### src/rtl/uart_rx_ctrl_if.sv
// rtl/uart_rx_ctrl_if.sv - receiver handshake and register bus bundle for uart_rx_ctrl
//
// Purpose: groups the UART receiver byte handshake, the register access bus
//          and the interrupt line so they travel as one port.
// Signals:
//   rx_data[7:0]     receiver -> ctrl   byte held by the UART receiver
//   rx_data_ready    receiver -> ctrl   byte valid, held until acknowledged
//   rx_data_ack      ctrl -> receiver   one-cycle acknowledge
//   bus_sel          host -> ctrl       access strobe, one cycle per access
//   bus_we           host -> ctrl       1 = write, 0 = read
//   bus_addr[1:0]    host -> ctrl       0 DATA, 1 STATUS, 2 CTRL, 3 THRESH
//   bus_wdata[31:0]  host -> ctrl       write data
//   bus_rdata[31:0]  ctrl -> host       registered read data
//   bus_rvalid       ctrl -> host       read data valid, cycle after a read strobe
//   irq              ctrl -> host       level interrupt request
// Modports: slave = controller side, master = receiver/host side.

interface uart_rx_ctrl_if;
  logic [7:0]  rx_data;
  logic        rx_data_ready;
  logic        rx_data_ack;
  logic        bus_sel;
  logic        bus_we;
  logic [1:0]  bus_addr;
  logic [31:0] bus_wdata;
  logic [31:0] bus_rdata;
  logic        bus_rvalid;
  logic        irq;

  modport slave (
    input  rx_data, rx_data_ready, bus_sel, bus_we, bus_addr, bus_wdata,
    output rx_data_ack, bus_rdata, bus_rvalid, irq
  );

  modport master (
    output rx_data, rx_data_ready, bus_sel, bus_we, bus_addr, bus_wdata,
    input  rx_data_ack, bus_rdata, bus_rvalid, irq
  );
endinterface

### src/rtl/uart_rx_ctrl.sv
// rtl/uart_rx_ctrl.sv - UART receive controller with byte FIFO, registers and interrupt
//
// Purpose: captures bytes from a UART receiver through a ready/ack handshake,
//          queues them in a circular FIFO and exposes DATA/STATUS/CTRL/THRESH
//          registers plus a level interrupt.
// Ports:
//   clk    rising-edge clock for all logic
//   reset  synchronous, active-high reset
//   bus    uart_rx_ctrl_if.slave: receiver handshake, register bus, irq
// Parameter:
//   DEPTH  FIFO depth in bytes, power of two, 2..256

module uart_rx_ctrl #(
  parameter int DEPTH = 8
) (
  input  logic           clk,
  input  logic           reset,
  uart_rx_ctrl_if.slave  bus
);

  localparam int AW = $clog2(DEPTH);
  localparam int CW = $clog2(DEPTH) + 1;

  localparam logic [1:0] ADDR_DATA   = 2'd0;
  localparam logic [1:0] ADDR_STATUS = 2'd1;
  localparam logic [1:0] ADDR_CTRL   = 2'd2;
  localparam logic [1:0] ADDR_THRESH = 2'd3;

  typedef enum logic [1:0] {
    ST_IDLE = 2'd0,
    ST_ACK  = 2'd1,
    ST_WAIT = 2'd2
  } state_t;

  state_t        r_state;
  state_t        w_state_nxt;
  logic          w_ack;
  logic          w_sample;

  logic [7:0]    r_byte;
  logic [7:0]    r_mem [DEPTH];
  logic [AW-1:0] r_wr_ptr;
  logic [AW-1:0] r_rd_ptr;
  logic [CW-1:0] r_count;

  logic          r_enable;
  logic          r_irq_en;
  logic [7:0]    r_thresh;
  logic          r_ovr;
  logic [7:0]    r_ovr_cnt;

  logic [31:0]   r_rdata;
  logic          r_rvalid;
  logic          r_irq;

  logic          w_rd;
  logic          w_wr;
  logic          w_empty;
  logic          w_full;
  logic          w_pop;
  logic          w_flush;
  logic          w_space;
  logic          w_push_req;
  logic          w_push;
  logic          w_ovr_evt;
  logic          w_ovr_clr;
  logic [8:0]    w_count9;
  logic [7:0]    w_thresh_eff;
  logic [31:0]   w_rd_mux;
  logic          w_unused;

  // Capture FSM
  always_ff @(posedge clk) begin
    if (reset) begin
      r_state <= ST_IDLE;
    end else begin
      r_state <= w_state_nxt;
    end
  end

  always_comb begin
    w_state_nxt = r_state;
    w_ack       = 1'b0;
    w_sample    = 1'b0;
    case (r_state)
      ST_IDLE: begin
        if (bus.rx_data_ready) begin
          w_sample    = 1'b1;
          w_state_nxt = ST_ACK;
        end
      end
      ST_ACK: begin
        w_ack       = 1'b1;
        w_state_nxt = ST_WAIT;
      end
      ST_WAIT: begin
        if (!bus.rx_data_ready) begin
          w_state_nxt = ST_IDLE;
        end
      end
      default: w_state_nxt = ST_IDLE;
    endcase
  end

  always_ff @(posedge clk) begin
    if (w_sample) begin
      r_byte <= bus.rx_data;
    end
  end

  // Bus decode
  assign w_rd      = bus.bus_sel & ~bus.bus_we;
  assign w_wr      = bus.bus_sel & bus.bus_we;
  assign w_empty   = (r_count == '0);
  assign w_full    = (r_count == CW'(DEPTH));
  assign w_pop     = w_rd & (bus.bus_addr == ADDR_DATA) & ~w_empty;
  assign w_flush   = w_wr & (bus.bus_addr == ADDR_CTRL) & bus.bus_wdata[2];
  assign w_ovr_clr = w_wr & (bus.bus_addr == ADDR_STATUS) & bus.bus_wdata[2];

  // A full FIFO still has room when the head byte leaves in the same cycle.
  assign w_space    = ~w_full | w_pop;
  assign w_push_req = (r_state == ST_ACK) & r_enable;
  assign w_push     = w_push_req & w_space & ~w_flush;
  // A flushed byte is simply discarded, it is not an overrun.
  assign w_ovr_evt  = w_push_req & ~w_space & ~w_flush;

  // FIFO pointers and occupancy; flush overrides push and pop.
  always_ff @(posedge clk) begin
    if (reset || w_flush) begin
      r_wr_ptr <= '0;
      r_rd_ptr <= '0;
      r_count  <= '0;
    end else begin
      if (w_push) begin
        r_wr_ptr <= r_wr_ptr + 1'b1;
      end
      if (w_pop) begin
        r_rd_ptr <= r_rd_ptr + 1'b1;
      end
      r_count <= r_count + CW'(w_push) - CW'(w_pop);
    end
  end

  always_ff @(posedge clk) begin
    if (w_push && !reset) begin
      r_mem[r_wr_ptr] <= r_byte;
    end
  end

  // Overrun tracking; a same-cycle clear wins over a new overrun.
  always_ff @(posedge clk) begin
    if (reset || w_ovr_clr) begin
      r_ovr     <= 1'b0;
      r_ovr_cnt <= 8'd0;
    end else if (w_ovr_evt) begin
      r_ovr <= 1'b1;
      if (r_ovr_cnt != 8'hFF) begin
        r_ovr_cnt <= r_ovr_cnt + 8'd1;
      end
    end
  end

  // CTRL and THRESH registers
  always_ff @(posedge clk) begin
    if (reset) begin
      r_enable <= 1'b1;
      r_irq_en <= 1'b0;
      r_thresh <= 8'd1;
    end else if (w_wr) begin
      if (bus.bus_addr == ADDR_CTRL) begin
        r_enable <= bus.bus_wdata[0];
        r_irq_en <= bus.bus_wdata[1];
      end
      if (bus.bus_addr == ADDR_THRESH) begin
        r_thresh <= bus.bus_wdata[7:0];
      end
    end
  end

  // Count widened to 9 bits so DEPTH=256 compares correctly against the threshold.
  assign w_count9     = 9'(r_count);
  assign w_thresh_eff = (r_thresh == 8'd0) ? 8'd1 : r_thresh;

  // Read mux sees pre-update state of this cycle.
  always_comb begin
    w_rd_mux = 32'h0;
    case (bus.bus_addr)
      ADDR_DATA:   w_rd_mux = w_empty ? 32'h0 : {24'h0, r_mem[r_rd_ptr]};
      ADDR_STATUS: w_rd_mux = {8'h0, r_ovr_cnt, w_count9[7:0], 5'h0, r_ovr, w_full, w_empty};
      ADDR_CTRL:   w_rd_mux = {30'h0, r_irq_en, r_enable};
      ADDR_THRESH: w_rd_mux = {24'h0, r_thresh};
      default:     w_rd_mux = 32'h0;
    endcase
  end

  always_ff @(posedge clk) begin
    if (reset) begin
      r_rdata  <= 32'h0;
      r_rvalid <= 1'b0;
      r_irq    <= 1'b0;
    end else begin
      r_rvalid <= w_rd;
      if (w_rd) begin
        r_rdata <= w_rd_mux;
      end
      r_irq <= r_irq_en & ((w_count9 >= {1'b0, w_thresh_eff}) | r_ovr);
    end
  end

  assign bus.rx_data_ack = w_ack;
  assign bus.bus_rdata   = r_rdata;
  assign bus.bus_rvalid  = r_rvalid;
  assign bus.irq         = r_irq;

  assign w_unused = &{1'b0, bus.bus_wdata[31:8], w_count9[8]};

endmodule

### src/flat_wrapper.sv
// flat-port wrapper written by rule: the top's interface ports become plain ports
module uart_rx_ctrl_flat 
#(
  parameter int DEPTH = 8
)
  (clk, reset, bus_rx_data, bus_rx_data_ready, bus_bus_sel, bus_bus_we, bus_bus_addr, bus_bus_wdata, bus_rx_data_ack, bus_bus_rdata, bus_bus_rvalid, bus_irq);
  uart_rx_ctrl_if bus_i ();
  input  logic clk;
  input  logic reset;
  input wire logic [$bits(bus_i.rx_data)-1:0] bus_rx_data;
  input wire logic [$bits(bus_i.rx_data_ready)-1:0] bus_rx_data_ready;
  input wire logic [$bits(bus_i.bus_sel)-1:0] bus_bus_sel;
  input wire logic [$bits(bus_i.bus_we)-1:0] bus_bus_we;
  input wire logic [$bits(bus_i.bus_addr)-1:0] bus_bus_addr;
  input wire logic [$bits(bus_i.bus_wdata)-1:0] bus_bus_wdata;
  output wire logic [$bits(bus_i.rx_data_ack)-1:0] bus_rx_data_ack;
  output wire logic [$bits(bus_i.bus_rdata)-1:0] bus_bus_rdata;
  output wire logic [$bits(bus_i.bus_rvalid)-1:0] bus_bus_rvalid;
  output wire logic [$bits(bus_i.irq)-1:0] bus_irq;
  assign bus_i.rx_data = bus_rx_data;
  assign bus_i.rx_data_ready = bus_rx_data_ready;
  assign bus_i.bus_sel = bus_bus_sel;
  assign bus_i.bus_we = bus_bus_we;
  assign bus_i.bus_addr = bus_bus_addr;
  assign bus_i.bus_wdata = bus_bus_wdata;
  assign bus_rx_data_ack = bus_i.rx_data_ack;
  assign bus_bus_rdata = bus_i.bus_rdata;
  assign bus_bus_rvalid = bus_i.bus_rvalid;
  assign bus_irq = bus_i.irq;
  uart_rx_ctrl #(.DEPTH(DEPTH)) u_core (.clk(clk), .reset(reset), .bus(bus_i));
endmodule
### config.mk
export PLATFORM = sky130hd
export DESIGN_NAME = uart_rx_ctrl_flat
export DESIGN_NICKNAME = d
export VERILOG_FILES = /design/src/rtl/uart_rx_ctrl_if.sv /design/src/rtl/uart_rx_ctrl.sv /design/src/flat_wrapper.sv
export SDC_FILE = /design/constraint.sdc
export NUM_CORES = 1
export LEC_CHECK = 0
export CORE_MARGIN = 2
export CORE_UTILIZATION = 50
export DETAILED_ROUTE_END_ITERATION = 10
export HOLD_SLACK_MARGIN = 0.12
export PLACE_DENSITY = 0.75
export SLEW_MARGIN = 20
export SYNTH_ARGS = -nofsm -noshare
export SYNTH_HDL_FRONTEND = slang
export SYNTH_SLANG_ARGS = --single-unit
### constraint.sdc
create_clock -name clk -period 6.3 [get_ports clk]
set_input_delay 1.26 -clock clk [delete_from_list [all_inputs] [get_ports clk]]
set_output_delay 1.26 -clock clk [all_outputs]
set_load 0.01 [all_outputs]
==> flow_summary_export.csv, run 1 <==
group,metric,value,unit
detailed_routing,vias,3367,
sta,hold_ws,469,ps
cts,clk_latency,520,ps
detailed_routing,wl_met3,810,µm
cts,cts_resized,0,
detailed_routing,met1Wirelength,4.60,mm
setup_path,cp-start-kind,"input pin",
final_layout,fill_cells,761,
placement,dp_slack,1500,ps
final_layout,multi_input_area,1760,µm²
setup_path,worstPathRequired,6440,ps
yosys,synth_top_area_frac,0.414,
setup_path,crit_top_cell,"nand2b_1",
detailed_routing,wl,10.9,mm
detailed_routing,antenna_violating_nets_post_route,0,
global_route,grt_overflow,0,
global_route,grt_pass1_vias,3316,
setup_path,crit_type,"input pin to flop",
min_path,holdCritPathClass,"flop to flop",
setup_path,max_stage_delay,800,ps
cts,clock_sinks,128,
sta,grt_setup_unrepaired,"false",
die,die_area,11300,µm²
detailed_routing,drtIter0Drc,217,
cts,cts_setup_buffers,0,
detailed_routing,firstDrtPassIters,5,
global_route,track_usage,0.209,
yosys,yosysMostFrequentCell,"edfxtp_1",
detailed_routing,drc,0,
sta,setup_viol,0,
flow_run,max_cap_viol_count,0,
sta,finalMaxSlewViolations,0,
power,power.density,328,nW/µm²
yosys,netlist_area,5220,µm²
yosys,synth-seq-cells,128,
setup_path,cp.arrival,4450,ps
setup_path,cp_slowest_cell,"nor2_1",
yosys,synth_ff_type,"edfxtp_1",
detailed_routing,wl_met2,5.38,mm
sta,fin_skew,6.80,ps
cts,cts_tree,"built",
cts,htreeDepth,4,
yosys,synth_area_leaders,"edfxtp_1 41%, dfxtp_1 21%, mux4_2 6.9%",
power,peakVddDrop,254,µV
cts,cts-root-buf,"clkbuf_8",
final_layout,stdcell_area,6370,µm²
yosys,synth_common_cells,"72 x edfxtp_1, 56 x dfxtp_1, 41 x nor2_1, 30 x nand2_1, 22 x a21oi_1",
sta,tns,0,ps
yosys,avgSynthCellArea,13.0,µm²
setup_path,critPathBufInv,2,
die,die_h,106,µm
detailed_routing,top_layer_used,"met4",
cts,clk_path_buf_depth,2,
sta,min_period,4310,ps
yosys,ys_types,49,
placement,gp_congestion,0.829,
cts,cts_inserted_buffers,17,
placement,hpwlAfterDp,7.02,mm
sta,setup_slack,1990,ps
power,p_leak,2.22,nW
yosys,synth_edf_count,72,
die,coreArea,10200,µm²
die,num_rows,37,
sta,max_freq,232,MHz
global_route,grt_max_degree,38,
power,total_power,2.09,mW
sta,finalCritPeriodShare,0.684,
die,dieWidth,106,µm
sta,hold_viol,0,
placement,placedInstanceArea,5770,µm²
placement,io_buffers,45,
sta,relSlewSlack,0.327,
yosys,ys_warn_count,0,
setup_path,worstPathMaxFanout,23,
setup_path,end_kind,"flop",
detailed_routing,viasPerCell,5.57,
final_layout,num-nets-final,516,
final_layout,area_delta_synth_final,22.0,%
setup_path,path_cells,"clkdlybuf4s50_1 > nand2b_1 > o311a_1 > nand2b_1 > inv_1 > nand2_1 > nor2_1",
status,status,"finished, final reports clean",
detailed_routing,wl_per_cell,18.1,µm
yosys,postSynthCellCount,402,
final_layout,diodes,0,
final_layout,drive_gt1_frac,0.132,
yosys,yosysSeqAreaShare,0.629,
die,initial_core_util,0.510,
yosys,ys_async_sr_fraction,0,
global_route,grt_pass1_wl,17.5,mm
cts,clkTransAtPathRegs,60,ps
cts,postCtsHoldBufs,0,
final_layout,seq_area,3280,µm²
die,ios,82,
sta,worst_pin_slew,1010,ps
yosys,synth.largest_area_cell,"edfxtp_1",
global_route,antenna_found_initial,0,
setup_path,cp_top_family,"simple AND/OR/NAND/NOR gates",
-- state kept, by name, indices dropped and copies added, names as in the netlist, named ones only --
register and flops:
u_core.r_rd_ptr 3, u_core.r_state 2, u_core.r_ovr 1, u_core.r_ovr_cnt 8, u_core.r_thresh 8, u_core.r_wr_ptr 3
u_core.bus.bus_rvalid 1, u_core.r_byte 8, u_core.r_enable 1, u_core.r_mem 64, u_core.r_count 4, u_core.bus.irq 1
u_core.r_irq_en 1, u_core.bus.bus_rdata 20
-- cell type report --
type                       instances  area share
sequential                       128       0.515
multi-input combinational        240       0.275
timing repair buffer              52      0.0789
clock buffer                      19      0.0693
tap                              136      0.0267
clock inverter                    13      0.0247
inverter                          16     0.00942
-- per-layer routing --
layer / vias to the layer above / track usage
li1: 1570 / -
met1: 1641 / 0.266
met2: 144 / 0.336
met3: 12 / 0.0589
met4: 0 / 0.0893
met5: - / 0
-- through the flow --
stage                     cells  utilization
after floorplan             413            -
after global placement      572        0.564
after detailed placement    572        0.564
after CTS                   604        0.623
after global routing        604        0.623
final                       604        0.623
-- where the power goes --
group | switching, mW | internal (mW) | leakage [nW]
combinational | 0.0910 | 0.0793 | 0.822
sequential | 0.0259 | 0.906 | 1.11
clock | 0.362 | 0.623 | 0.290
total | 0.479 | 1.61 | 2.22
-- cell families (layout without fill, tap and decap cells) --
| logic type | after synthesis | after routing | share of synthesized area |
|---|---|---|---|
| flip-flops | 128 | 128 | 0.629 |
| AND/OR/NAND/NOR | 118 | 118 | 0.110 |
| buffers and inverters | 45 | 100 | 0.0429 |
| adder cells (fa/ha/maj) | 14 | 14 | 0.0350 |
| XOR/XNOR | 7 | 7 | 0.0117 |
| other | 1 | 12 | 0.000718 |
| multiplexers | 24 | 24 | 0.0856 |
| AO/OA/AOI/OAI | 65 | 65 | 0.0858 |
-- layout by cell type (no fill, tap or decap), types with 5 or more instances in the layout --
cell type        instances
conb_1                  12
clkbuf_16               16
a22oi_1                 17
and2_1                   5
ha_1                    13
edfxtp_1                72
nand2_1                 30
dfxtp_1                 55
inv_1                   16
nand3_1                  7
buf_4                    7
mux4_2                  16
nor3_1                   8
clkdlybuf4s50_1         45
mux2_2                   5
a21oi_1                 22
nor2_1                  41
a211oi_1                 7
-- worst min-delay path, delay by kind of cell, from the launching register on --
family	cells	cell delay, ps
and+or+nand+nor	1	50
DFF	1	310
AOI/OAI and AO/OA	1	60
-- final timing paths --
path | from | end | slack (ps) | cells after the start
max | bus_bus_we | u_core.r_mem[7][5] | 1990 | 7
min | u_core.bus.bus_rdata[2] | u_core.bus.bus_rdata[2] | 470 | 2
max reg2reg | u_core.r_count[2] | u_core.r_mem[7][5] | 3340 | 7
min reg2reg | u_core.bus.bus_rdata[2] | u_core.bus.bus_rdata[2] | 470 | 2
No activity file was read; power rests on OpenSTA's default activity.
==> inputs of run 2 (changes only) <==
- CORE_UTILIZATION: 50 -> 48
- clock period: 6.3 -> 3.46 ns (I/O delays scaled with it)
==> flow_summary_export.csv, run 2 (synthesis results as in run 1) <==
group,metric,value,unit
status,status,"finished, final reports clean",
setup_path,crit_type,"input pin to flop",
sta,grt_setup_unrepaired,"false",
cts,clkTransAtPathRegs,60,ps
sta,relSlewSlack,0.473,
cts,clock_sinks,128,
final_layout,diodes,0,
cts,postCtsHoldBufs,0,
die,die_h,108,µm
sta,finalCritPeriodShare,0.776,
sta,tns,0,ps
placement,hpwlAfterDp,7.21,mm
detailed_routing,antenna_violating_nets_post_route,0,
cts,cts_tree,"built",
cts,clk_latency,520,ps
sta,max_freq,372,MHz
power,total_power,3.75,mW
detailed_routing,wl_per_cell,17.6,µm
final_layout,num-nets-final,528,
detailed_routing,drc,0,
final_layout,largest_register_ffs,64,
cts,cts_setup_buffers,0,
final_layout,multi_input_area,1760,µm²
placement,dp_slack,327,ps
final_layout,fill_cells,842,
setup_path,worstPathMaxFanout,7,
die,num_rows,38,
global_route,grt_pass1_wl,17.4,mm
sta,worst_pin_slew,789,ps
detailed_routing,drtIter0Drc,260,
die,die_area,11700,µm²
final_layout,layout_commonest_cell,"edfxtp_1",
setup_path,worstPathRequired,3850,ps
min_path,holdCritPathClass,"flop to flop",
cts,cts_resized,0,
detailed_routing,firstDrtPassIters,5,
final_layout,final_cell_mix,"72 x edfxtp_1, 56 x dfxtp_1, 45 x clkdlybuf4s50_1",
final_layout,seq_area,3280,µm²
sta,min_period,2680,ps
global_route,grt_max_degree,35,
cts,clk_path_buf_depth,2,
global_route,track_usage,0.201,
cts,cts-root-buf,"clkbuf_8",
final_layout,area_delta_synth_final,23.5,%
final_layout,largest-register,"u_core.r_mem",
power,power.density,582,nW/µm²
placement,place_inst,588,
cts,htreeDepth,4,
detailed_routing,vias,3460,
die,initial_core_util,0.486,
detailed_routing,viasPerCell,5.58,
die,ios,82,
global_route,grt_overflow,0,
cts,cts_inserted_buffers,17,
setup_path,cp-start-kind,"input pin",
global_route,grt_pass1_vias,3384,
sta,finalMaxSlewViolations,0,
power,peakVddDrop,304,µV
sta,hold_viol,0,
sta,fin_skew,11.7,ps
placement,io_buffers,45,
final_layout,final_cells,620,
die,coreArea,10700,µm²
die,dieWidth,108,µm
sta,setup_slack,775,ps
placement,gp_congestion,0.898,
global_route,antenna_found_initial,0,
setup_path,end_kind,"flop",
flow_run,max_cap_viol_count,0,
power,p_leak,2.27,nW
detailed_routing,wl,10.9,mm
sta,setup_viol,0,
setup_path,cp.arrival,3070,ps
final_layout,drive_gt1_frac,0.148,
==> run 2: cell types whose count changed in the layout (fill, tap and decap cells not counted) <==
cell,previous run,this run
dfxtp_1,55,56
buf_4,7,19
clkbuf_8,3,1
dfxtp_2,1,0
clkinv_1,2,4
==> run 2: through the flow <==
stage / utilization / instance area [µm²] / hold WS (ps)
detailed placement: 0.546 / 5870 / 468
finish: 0.600 / 6450 / 482
floorplan: - / 5260 / 446
CTS: 0.600 / 6450 / 482
global route: 0.600 / 6450 / 511
global placement: 0.546 / 5870 / 457
==> run 2: per-layer routing <==
metal | wire [µm] | track usage | up-vias
met1 | 4650 | 0.253 | 1721
met5 | 0 | 0 | -
li1 | - | - | 1592
met4 | 176 | 0.0888 | 0
met2 | 5430 | 0.326 | 127
met3 | 642 | 0.0549 | 20
==> run 2: layout make-up <==
cell class              count  area share
well taps                 140      0.0272
repair buffers             64      0.0920
inverters                  16     0.00932
clock buffers              17      0.0642
multi-input cells         240       0.272
clock inverters            15      0.0256
flip-flops and latches    128       0.509
==> run 2: worst paths after layout <==
kind	cells after the start	slack (ps)	from	endpoint
max	10	780	bus_bus_we	u_core.r_count[2]
min	2	480	u_core.r_thresh[7]	u_core.r_thresh[7]
max reg2reg	11	990	u_core.r_count[2]	u_core.r_count[2]
min reg2reg	2	480	u_core.r_thresh[7]	u_core.r_thresh[7]
==> run 2: worst max-delay path: stages <==
cell and delay [ps]:
clkdlybuf4s50_1 540, nand2b_1 250, o311a_1 380, nand2b_1 190, inv_1 150, ha_1 200
inv_1 60, fa_1 370, xor2_1 170, nor2_1 50
==> run 2: power by group <==
part	total [mW]	switching, mW	internal (mW)
Clock	1.73	0.645	1.09
Combinational	0.327	0.170	0.157
Sequential	1.69	0.0439	1.65
Total	3.75	0.859	2.90
==> inputs of run 3 (changes only) <==
- clock period: 3.46 -> 2.3 ns (I/O delays scaled with it)
==> flow_summary_export.csv, run 3 (synthesis results as in run 1) <==
group,metric,value,unit
status,status,"finished, final reports clean",
sta,max_freq,463,MHz
cts,cts-root-buf,"clkbuf_8",
placement,gp_congestion,0.874,
final_layout,largest-register,"u_core.r_mem",
setup_path,end_kind,"flop",
die,die_area,11700,µm²
placement,hpwlAfterDp,7.63,mm
final_layout,drive_gt1_frac,0.234,
cts,clock_sinks,128,
die,dieWidth,108,µm
detailed_routing,vias,3486,
final_layout,area_delta_synth_final,30.4,%
cts,cts_setup_buffers,0,
global_route,grt_max_degree,34,
cts,clk_latency,540,ps
setup_path,cp-start-kind,"input pin",
cts,clkTransAtPathRegs,60,ps
final_layout,num-nets-final,557,
detailed_routing,wl_per_cell,17.0,µm
detailed_routing,drtIter0Drc,278,
final_layout,final_cell_mix,"72 x edfxtp_1, 56 x dfxtp_1, 45 x buf_4",
cts,clk_path_buf_depth,2,
final_layout,layout_commonest_cell,"edfxtp_1",
final_layout,largest_register_ffs,64,
die,die_h,108,µm
die,coreArea,10700,µm²
sta,hold_ws,478,ps
placement,place_inst,617,
sta,hold_viol,0,
cts,cts_inserted_buffers,17,
power,peakVddDrop,709,µV
sta,fin_skew,7.50,ps
flow_run,max_cap_viol_count,0,
sta,setup_viol,0,
sta,relSlewSlack,0.663,
power,power.density,852,nW/µm²
sta,worst_pin_slew,506,ps
detailed_routing,wl,11.0,mm
placement,io_buffers,45,
detailed_routing,drc,0,
global_route,grt_overflow,0,
global_route,antenna_found_initial,0,
setup_path,worstPathRequired,2710,ps
die,ios,82,
cts,htreeDepth,4,
sta,finalMaxSlewViolations,0,
setup_path,cp.arrival,2570,ps
die,initial_core_util,0.486,
min_path,holdCritPathClass,"input pin to flop",
cts,cts_tree,"built",
cts,postCtsHoldBufs,0,
global_route,grt_pass1_wl,17.6,mm
detailed_routing,antenna_violating_nets_post_route,0,
setup_path,worstPathMaxFanout,3,
setup_path,crit_type,"input pin to flop",
detailed_routing,firstDrtPassIters,4,
sta,finalCritPeriodShare,0.939,
sta,grt_setup_unrepaired,"false",
detailed_routing,viasPerCell,5.38,
power,total_power,5.80,mW
final_layout,final_cells,648,
global_route,track_usage,0.205,
final_layout,diodes,0,
sta,min_period,2160,ps
die,num_rows,38,
power,p_leak,2.46,nW
global_route,grt_pass1_vias,3419,
## run 3: changes by cell type in the layout (fill, tap and decap cells not counted), sizes merged
cell,previous run,this run
buf,19,48
clkdlybuf4s50,45,44
dlygate4sd2,0,1
inv,18,17
## run 3: routing by layer
metal | vias to the layer above | track usage | part of all wire
met5 | - | 0 | 0
met1 | 1703 | 0.261 | 0.44
met3 | 24 | 0.0687 | 0.060
li1 | 1653 | - | -
met4 | 0 | 0.0879 | 0.025
met2 | 106 | 0.322 | 0.48
## run 3: where the power goes
part	switching (mW)	internal [mW]	total (mW)
sequential	0.0554	2.48	2.54
clock	0.995	1.64	2.64
combinational	0.302	0.327	0.629
total	1.35	4.45	5.80
## run 3: worst paths after layout
check / startpoint / to / slack (ps) / cells after the start
worst max register to register: u_core.r_thresh[7] / u_core.bus.irq / 140 / 8
worst min-delay path: bus_bus_wdata[7] / u_core.r_thresh[7] / 480 / 3
worst max-delay path: bus_bus_addr[1] / u_core.r_count[1] / 140 / 9
worst min register to register: u_core.r_thresh[2] / u_core.r_thresh[2] / 490 / 2
## run 3: layout make-up
class / instances / area (µm²)
timing repair buffer: 93 / 847
clock inverter: 14 / 168
tap: 140 / 175
sequential: 128 / 3280
fill: 815 / 3940
clock buffer: 17 / 414
multi-input combinational: 240 / 1850
inverter: 16 / 67.6
## run 3: repair_timing
| action | 4_1_cts | 5_1_grt |
|---|---|---|
| gates cloned | 0 | 0 |
| hold endpoints to repair | 0 | 0 |
| endpoints found under the setup margin | 1 | 3 |
| gates resized for setup | 2 | 1 |
## run 3: worst max-delay path, cell delays in order
cell and delay [ps]:
clkdlybuf4s50_1 450, or2_4 280, o311a_4 380, nand2b_4 170
inv_8 70, ha_2 160, inv_1 50, fa_2 510
nor2_1 40
## run 3: per-stage QoR
step	instance area [µm²]	setup WS, ps	TNS, ps	utilization
6_report	6810	139	0	0.634
5_1_grt	6810	8.58	0	0.634
4_1_cts	6800	64.9	0	0.633
3_5_place_dp	6220	-399	-23040	0.579
3_3_place_gp	6220	-377	-21070	0.579
2_1_floorplan	5380	-96.9	-823	-
